===== src/rtl/idu_pkg.sv =====
// Shared decode-stage definitions: opcodes, type indices, decoded-entry record
// and skid-buffer state encoding.
package idu_pkg;

   localparam logic [6:0] OP_LOAD   = 7'b0000011;
   localparam logic [6:0] OP_IMM    = 7'b0010011;
   localparam logic [6:0] OP_AUIPC  = 7'b0010111;
   localparam logic [6:0] OP_IMM_32 = 7'b0011011;
   localparam logic [6:0] OP_STORE  = 7'b0100011;
   localparam logic [6:0] OP_OP     = 7'b0110011;
   localparam logic [6:0] OP_LUI    = 7'b0110111;
   localparam logic [6:0] OP_OP_32  = 7'b0111011;
   localparam logic [6:0] OP_BRANCH = 7'b1100011;
   localparam logic [6:0] OP_JALR   = 7'b1100111;
   localparam logic [6:0] OP_JAL    = 7'b1101111;
   localparam logic [6:0] OP_SYSTEM = 7'b1110011;

   localparam logic [6:0] F7_BASE = 7'b0000000;
   localparam logic [6:0] F7_ALT  = 7'b0100000;

   localparam int R_TYPE = 0;
   localparam int I_TYPE = 1;
   localparam int S_TYPE = 2;
   localparam int B_TYPE = 3;
   localparam int U_TYPE = 4;
   localparam int J_TYPE = 5;

   // The immediate is held at the widest XLEN; users keep the low XLEN bits.
   localparam int IMM_W = 64;

   typedef struct packed {
      logic             illegal;
      logic [5:0]       itype;
      logic             use_alu;
      logic             d0en;
      logic             s1en;
      logic             s2en;
      logic [4:0]       rd;
      logic [4:0]       rs1;
      logic [4:0]       rs2;
      logic [9:0]       fun;
      logic [6:0]       opcode;
      logic [IMM_W-1:0] imm;
   } idu_dec_t;

   typedef enum logic [1:0] {
      BUF_EMPTY = 2'd0,
      BUF_ONE   = 2'd1,
      BUF_FULL  = 2'd2
   } buf_state_e;

endpackage


===== src/rtl/idu_decode.sv =====
// Combinational RV32I/RV64I instruction decoder producing one idu_dec_t record.
module idu_decode
   import idu_pkg::*;
#(
   parameter int XLEN = 32
) (
   input  logic [31:0] inst,
   output idu_dec_t    dec
);

   localparam logic IS64 = (XLEN == 64);

   logic [6:0]  op;
   logic [6:0]  f7;
   logic [5:0]  itype;
   logic [31:0] imm32;
   logic        env;

   assign op  = inst[6:0];
   assign f7  = inst[31:25];
   assign env = (op == OP_SYSTEM);

   always_comb begin
      itype = '0;
      case (op)
         OP_OP:                               itype[R_TYPE] = 1'b1;
         OP_OP_32:                            itype[R_TYPE] = IS64;
         OP_IMM, OP_LOAD, OP_JALR, OP_SYSTEM: itype[I_TYPE] = 1'b1;
         OP_IMM_32:                           itype[I_TYPE] = IS64;
         OP_STORE:                            itype[S_TYPE] = 1'b1;
         OP_BRANCH:                           itype[B_TYPE] = 1'b1;
         OP_LUI, OP_AUIPC:                    itype[U_TYPE] = 1'b1;
         OP_JAL:                              itype[J_TYPE] = 1'b1;
         default:                             itype = '0;
      endcase
      // Only the base and alternate funct7 encodings exist for register ops.
      if (itype[R_TYPE] && (f7 != F7_BASE) && (f7 != F7_ALT)) itype = '0;
      if (inst[1:0] != 2'b11) itype = '0;
   end

   always_comb begin
      imm32 = '0;
      if (itype[I_TYPE])      imm32 = {{20{inst[31]}}, inst[31:20]};
      else if (itype[S_TYPE]) imm32 = {{20{inst[31]}}, inst[31:25], inst[11:7]};
      else if (itype[B_TYPE]) imm32 = {{19{inst[31]}}, inst[31], inst[7], inst[30:25], inst[11:8], 1'b0};
      else if (itype[U_TYPE]) imm32 = {inst[31:12], 12'b0};
      else if (itype[J_TYPE]) imm32 = {{11{inst[31]}}, inst[31], inst[19:12], inst[20], inst[30:21], 1'b0};
   end

   always_comb begin
      dec         = '0;
      dec.illegal = ~|itype;
      dec.itype   = itype;
      dec.fun     = {inst[14:12], f7};
      dec.opcode  = op;
      dec.use_alu = itype[R_TYPE] | (itype[I_TYPE] & ((op == OP_IMM) | (op == OP_IMM_32)));
      dec.d0en    = (itype[R_TYPE] | itype[I_TYPE] | itype[U_TYPE] | itype[J_TYPE]) & ~env;
      dec.s1en    = (itype[R_TYPE] | itype[I_TYPE] | itype[S_TYPE] | itype[B_TYPE]) & ~env;
      dec.s2en    = itype[R_TYPE] | itype[S_TYPE] | itype[B_TYPE];
      dec.rd      = dec.d0en ? inst[11:7]  : 5'd0;
      dec.rs1     = dec.s1en ? inst[19:15] : 5'd0;
      dec.rs2     = dec.s2en ? inst[24:20] : 5'd0;
      dec.imm     = {{(IMM_W-32){imm32[31]}}, imm32};
   end

endmodule


===== src/rtl/idu_stage.sv =====
// Instruction decode stage: decodes the fetched word, then holds results in a
// two-entry (main + skid) buffer so in_ready can come straight from a flop.
module idu_stage
   import idu_pkg::*;
#(
   parameter int XLEN   = 32,
   parameter int INST_W = 32,
   parameter int REG_AW = 5
) (
   input  logic              clk,
   input  logic              rst,
   input  logic              flush,
   input  logic              in_valid,
   output logic              in_ready,
   input  logic [INST_W-1:0] in_inst,
   input  logic [XLEN-1:0]   in_pc,
   output logic              out_valid,
   input  logic              out_ready,
   output logic [XLEN-1:0]   out_pc,
   output logic              out_d0en,
   output logic              out_s1en,
   output logic              out_s2en,
   output logic [REG_AW-1:0] out_rd,
   output logic [REG_AW-1:0] out_rs1,
   output logic [REG_AW-1:0] out_rs2,
   output logic [XLEN-1:0]   out_imm,
   output logic [9:0]        out_fun,
   output logic [6:0]        out_opcode,
   output logic [5:0]        out_itype,
   output logic              out_use_alu,
   output logic              out_illegal
);

   buf_state_e      state_q, state_d;
   idu_dec_t        dec_in, main_q, skid_q;
   logic [XLEN-1:0] main_pc, skid_pc;
   logic            rdy_q;
   logic            accept, consume;
   logic            load_main, load_skid, shift_skid;
   logic            unused_imm_hi;

   idu_decode #(.XLEN(XLEN)) u_decode (
      .inst (in_inst),
      .dec  (dec_in)
   );

   // A transfer happens on a side exactly when valid && ready are both high at
   // the rising edge; valid never waits on ready. Flush cancels the in-side
   // transfer of its cycle, but an out-side transfer in that cycle still counts.
   assign out_valid = (state_q != BUF_EMPTY);
   assign in_ready  = rdy_q;
   assign accept    = in_valid && rdy_q && !flush;
   assign consume   = out_valid && out_ready;

   always_comb begin
      state_d    = state_q;
      load_main  = 1'b0;
      load_skid  = 1'b0;
      shift_skid = 1'b0;
      case (state_q)
         BUF_EMPTY: if (accept) begin
            state_d   = BUF_ONE;
            load_main = 1'b1;
         end
         BUF_ONE: begin
            if (accept && consume) begin
               load_main = 1'b1;
            end else if (accept) begin
               state_d   = BUF_FULL;
               load_skid = 1'b1;
            end else if (consume) begin
               state_d = BUF_EMPTY;
            end
         end
         BUF_FULL: if (consume) begin
            state_d    = BUF_ONE;
            shift_skid = 1'b1;
         end
         default: state_d = BUF_EMPTY;
      endcase
      if (flush) state_d = BUF_EMPTY;
   end

   always_ff @(posedge clk) begin
      if (rst) begin
         state_q <= BUF_EMPTY;
         rdy_q   <= 1'b1;
         main_q  <= '0;
         skid_q  <= '0;
         main_pc <= '0;
         skid_pc <= '0;
      end else begin
         state_q <= state_d;
         rdy_q   <= (state_d != BUF_FULL);
         if (load_main) begin
            main_q  <= dec_in;
            main_pc <= in_pc;
         end else if (shift_skid) begin
            main_q  <= skid_q;
            main_pc <= skid_pc;
         end
         if (load_skid) begin
            skid_q  <= dec_in;
            skid_pc <= in_pc;
         end
      end
   end

   assign out_pc      = main_pc;
   assign out_d0en    = main_q.d0en;
   assign out_s1en    = main_q.s1en;
   assign out_s2en    = main_q.s2en;
   assign out_rd      = REG_AW'(main_q.rd);
   assign out_rs1     = REG_AW'(main_q.rs1);
   assign out_rs2     = REG_AW'(main_q.rs2);
   assign out_imm     = main_q.imm[XLEN-1:0];
   assign out_fun     = main_q.fun;
   assign out_opcode  = main_q.opcode;
   assign out_itype   = main_q.itype;
   assign out_use_alu = main_q.use_alu;
   assign out_illegal = main_q.illegal;

   // Above XLEN the immediate bits are pure sign copies.
   assign unused_imm_hi = ^main_q.imm;

endmodule


===== config.mk =====
export PLATFORM = sky130hd
export DESIGN_NAME = idu_stage
export DESIGN_NICKNAME = d
export VERILOG_FILES = /design/src/rtl/idu_pkg.sv /design/src/rtl/idu_decode.sv /design/src/rtl/idu_stage.sv
export SDC_FILE = /design/constraint.sdc
export NUM_CORES = 1
export LEC_CHECK = 0
export BUFFER_PORTS_ARGS = -buffer_cell sky130_fd_sc_hd__buf_2
export CORE_ASPECT_RATIO = 1.5
export CORE_MARGIN = 10
export CORE_UTILIZATION = 50
export DETAILED_ROUTE_END_ITERATION = 6
export HOLD_SLACK_MARGIN = 0.02
export PLACE_DENSITY = 0.83
export REMOVE_ABC_BUFFERS = 1
export SETUP_SLACK_MARGIN = 0.2
export SYNTH_ARGS = -nofsm -noshare
export SYNTH_HDL_FRONTEND = slang
export SYNTH_SLANG_ARGS = --single-unit
export TNS_END_PERCENT = 100

===== constraint.sdc =====
create_clock -name clk -period 2.1 [get_ports clk]
set_clock_uncertainty 0.15 [all_clocks]
set_input_delay 0.63 -clock clk [delete_from_list [all_inputs] [get_ports clk]]
set_output_delay 0.63 -clock clk [all_outputs]
set_load 0.05 [all_outputs]

# == Yosys cells after proc, flatten, opt, wreduce, memory -nomap -nowiden ==
# Cells that the tools add are included.
# classes
n_eq_ne,16
n_mux,34
bitwise_logic,13
reduce_logical,15
# op_table
operator,count
$mux 32,7
$mux 107,2
$eq 7x7->1 const B,4
$eq 7x5->1 const B,3
$eq 7x6->1 const B,3
$mux 5,3
$mux 1,12
$mux 2,6
$mux 6,2
$or 1x1->1,9
$eq 7x2->1 const B,1
$ne 7x6->1 const B,1
$reduce_bool 7->1,1
$logic_and 1x1->1,6
$pmux 2 s3,1
$reduce_or 6->1,1
$ne 2x2->1 const B,2
$reduce_bool 2->1,2
$reduce_or 4->1,1
$and 1x1->1,3
$eq 2x1->1 const B,1
$eq 2x2->1 const B,1
$logic_not 1->1,2
$logic_not 2->1,1
3 further kinds,3
# word_totals
ff_bits,217
inputBits,69
output_inout_bits,109

# == Logic depth before layout (Yosys ltp) ==
# depth
ltp_word,12
ltp_mapped,7
depth_no_buf,5

# == By module ==
# A second synthesis with hierarchy kept.
# unflattened
hier_cells,1252
hier_area_um2,10198.5
# by_module_without_submodules
module,n_inst,cells_per_inst,area_per_inst_um2
idu_stage,1,1077,9063.7
idu_decode,1,175,1134.8

# == Worst setup path after synthesis ==
# Ideal clock, no wire load.
# synth_path
path_kind,input -> register
start,in in_inst[26]
end,reg main_q (netlist bit out_d0en)
setup_time_ns,0.088
arrival_ns,1.996
required_ns,1.862
path_slack_ns,-0.134
cell_stages,5
n_path_buf,0
path_cell_list,or4_4 -> nor4_4 -> nor3_2 -> and3_1 -> nor4_2
# synth_between
elab_chain_len,10
word_cells_on_any_way,11
cone_classes,eq/ne: 1; mux: 3; bitwise: 4; reduce/logical: 3
# synth_rtl
item,line,rtl
"start, declared",idu_stage.sv:15,"input logic [INST_W-1:0] in_inst,"
$reduce_bool 7->1,idu_decode.sv:37,if (itype[R_TYPE] && (f7 != F7_BASE) && (f7 != F7_ALT)) itype = '0;
$logic_and 1x1->1,idu_decode.sv:37,
$logic_and 1x1->1 *,idu_decode.sv:37,
$mux 6 *,idu_decode.sv:37,
$mux 6 *,idu_decode.sv:38,if (inst[1:0] != 2'b11) itype = '0;
$or 1x1->1 (2 in a row),idu_decode.sv:57,dec.d0en = (itype[R_TYPE] | itype[I_TYPE] | itype[U_TYPE] | itype[J_TYPE]) & ~env;
$or 1x1->1 *,idu_decode.sv:57,
$and 1x1->1 *,idu_decode.sv:57,
$mux 107 *,idu_stage.sv:95,if (load_main) begin
"end signal, assigned",idu_stage.sv:96,main_q <= dec_in;
"end signal, assigned",idu_stage.sv:99,main_q <= skid_q;
"end, declared",idu_stage.sv:35,"idu_dec_t dec_in, main_q, skid_q;"
# Mark *: on every way between the ends. The rest lies on a longest branch, timed or not.
# A chain may end at the register's enable or synchronous reset.

# == Worst setup path in the final report ==
# layout_path
start,reg state_q[1]
end,reg main_q (netlist bit out_s1en)
# layout_between
elab_chain_len,6
word_cells_on_any_way,12
cone_classes,eq/ne: 2; mux: 5; reduce/logical: 5
# layout_rtl
item,line,rtl
"start, declared",idu_stage.sv:34,"buf_state_e state_q, state_d;"
"start signal, assigned",idu_stage.sv:93,state_q <= state_d;
$reduce_bool 2->1,idu_stage.sv:50,assign out_valid = (state_q != BUF_EMPTY);
$logic_and 1x1->1,idu_stage.sv:53,assign consume = out_valid && out_ready;
$logic_and 1x1->1,idu_stage.sv:66,if (accept && consume) begin
$mux 1,idu_stage.sv:66,
$pmux 1 s2,idu_stage.sv:60,case (state_q)
$mux 107 / $reduce_bool 2->1 (equally long branches),--,
# Several ways; a longest one is shown, not always the timed one.

==> metrics.csv <==
metric,value,unit
first-pass GRT wire length,43.6,mm
relative slew slack,66.5,%
Placed Area,0.0108,mm2
CTS root buffer,clkbuf_16,
r2r startpoint,state_q[1],
Crit. End Element,register,
Core ar.,0.0179,mm2
maximum VDD drop,0.000790,V
vias in the first global route,8756,
Hold WS,236,ps
register area share after synthesis,48.0,%
Setup WS post-layout,-15.4,ps
routed vias,9899,
Max-Cap Viols,0,
fin. max-slew vios,0,
critical-path cell list,nand3b_1 > buf_4 > buf_6 > buf_6 > nor3_4 > buf_6 > nor3_4 > nor4_2,
nets@finish,1414,
total chip power,9.74,mW
CP most frequent cell,buf_6,
input/output buffers,177,
Die Height,185,um
failing checks,setup timing,
sinks on the clock net,217,
FMAX,473,MHz
Routed WL,35.2,mm
kind of start point of the critical path,register,
first drt pass iteration count,5,
worst setup path startpoint,state_q[1],
hold_sp,in_inst[18],
ys async rst share,0,%
GP Congestion,0.855,
WHS Path Cells,2,
count of state elements after synthesis,217,
status,"finished, violations left",
Setup WS pre-CTS,-345,ps
detailed-route DRC error count,0,
I/O pin count,178,
Yosys top cell area share,48.0,%
worst-path maximum fanout,10,
class of the most critical setup path,register to register,
worst slew pin tran,502,ps
synthesis warning total,0,
FF-to-FF path depth,8,
post-route ant nets,0,
Netlist Area Pre-Place,0.00906,mm2
post-DP HPWL,18.9,mm
Post-Layout Inst Area,0.0137,mm2
DR WL/cell,22.3,um
leakage,5.35,nW
synthesized area per cell,8.20,um2
hold crit path type,input pin to register,
Crit-path slowest cell,nor3_4,
pin count of the biggest net entering global routing,61,
Yosys top cell by area,dfxtp_1,
"commonest non-fill, non-tap cell in the layout",nand2_1,
Synth area leaders,"dfxtp_1 48%, nand2_1 12%, a311oi_1 6.0%",
GRT overflow,0,
CTS tree,done,
vias per cell,6.28,
period utilization,101,%
"CTS clk-pin slew, worst paths",70,ps
initial drt markers,781,
"commonest non-fill, non-tap cells in the layout","239 x nand2_1, 215 x dfxtp_1, 112 x buf_4",
worst path bufs/invs,4,
Worst EP arrival,2370,ps
Mapped Cells,1104,
FP Rows,60,
critical path depth,8,
share of cells above drive strength 1,43.9,%
Final setup viols,2,
WP data required,2360,ps
"Hold Violations, Final",0,
Power Density,711,mW/mm2
CTS max path bufs,3,
number of synthesized flops with an enable pin,0,
die area,0.0240,mm2
die width,130,um
cell family with most CP delay,simple AND/OR/NAND/NOR gates,
Initial Utilization,50.7,%
H-tree depth,1,
min cycle time layout,2120,ps
total track usage,21.9,%
max incr delay on CP,350,ps
CTS buffer count,21,
clk_lat worst skew,500,ps
Yosys cell types,62,
final design utilization,76.7,%
number of antenna violations at the first check in global routing,1,
RSZ-0062 raised after global routing,true,
Synth Flop Type,dfxtp_1,
Layout area overhead,51.3,%
[area by class of cell]
class                      count  area [um2]
multi-input combinational    786        5540
sequential                   217        4350
fill                        1054        4160
timing repair buffer         315        2820
clock buffer                  26         594
tap                          217         272
clock inverter                11         114
inverter                       4        15.0
antenna                        1        2.50
[where the power goes]
part,switching [mW],leakage [nW],internal (mW),total (mW)
registers,0.0854,1.76,4.24,4.33
clock network,1.65,0.351,2.26,3.91
logic,1.01,3.24,0.492,1.50
[Yosys cell counts, types with 10 or more instances]
master / number
dfxtp_1: 217
nand3_1: 17
nand2_1: 293
a211oi_1: 16
clkbuf_1: 64
a311oi_1: 62
o2bb2ai_1: 10
a21oi_1: 98
buf_2: 19
mux2i_1: 16
o21ai_0: 26
a22o_1: 10
nor2_1: 99
a31oi_1: 22
and2_1: 20
[flip-flops by register name (all words and copies together), names as in the netlist]
name	flops
out_s2en	1
out_use_alu	1
out_rs2	5
skid_q	75
out_pc	32
out_itype	6
out_rs1	5
out_d0en	1
skid_pc	32
out_illegal	1
out_rd	5
state_q	2
out_opcode	7
in_ready	1
out_fun	10
out_s1en	1
out_imm	32
[per-layer routing]
| metal | GRT usage (%) | vias to the layer above | share of wire, % |
|---|---|---|---|
| met5 | 0 | - | 0 |
| li1 | - | 4372 | - |
| met1 | 24.8 | 4777 | 35 |
| met3 | 3.03 | 170 | 7.6 |
| met4 | 10.8 | 0 | 6.2 |
| met2 | 38.9 | 580 | 51 |
[cell families after synthesis]
kind of cell           after synthesis  share of synthesized area, %
multiplexers                        16                          1.77
AO/OA/AOI/OAI                      289                          21.7
buffers and inverters              101                          5.13
AND/OR/NAND/NOR                    481                          23.4
flip-flops                         217                          48.0
[metrics by stage]
step,cells,setup TNS (ps)
4_1_cts,1545,0
2_1_floorplan,1007,-764700
3_3_place_gp,1507,-22550
3_5_place_dp,1507,-28670
5_1_grt,1577,-1270
6_report,1577,-17.4
[repair_timing]
action,in CTS,in global routing
setup buffers,1,16
pin swaps,6,205
endpoints found under the setup margin,62,110
gates resized for setup,45,408
hold buffers,0,0
cloned,0,15
[worst paths after layout]
kind                            slack (ps)    endpoint
worst max register to register         -20    out_s1en
worst max-delay path                   -20    out_s1en
worst min register to register         310  skid_q[24]
worst min-delay path                   240  out_rs1[3]
No activity file was read; power rests on OpenSTA's default activity.
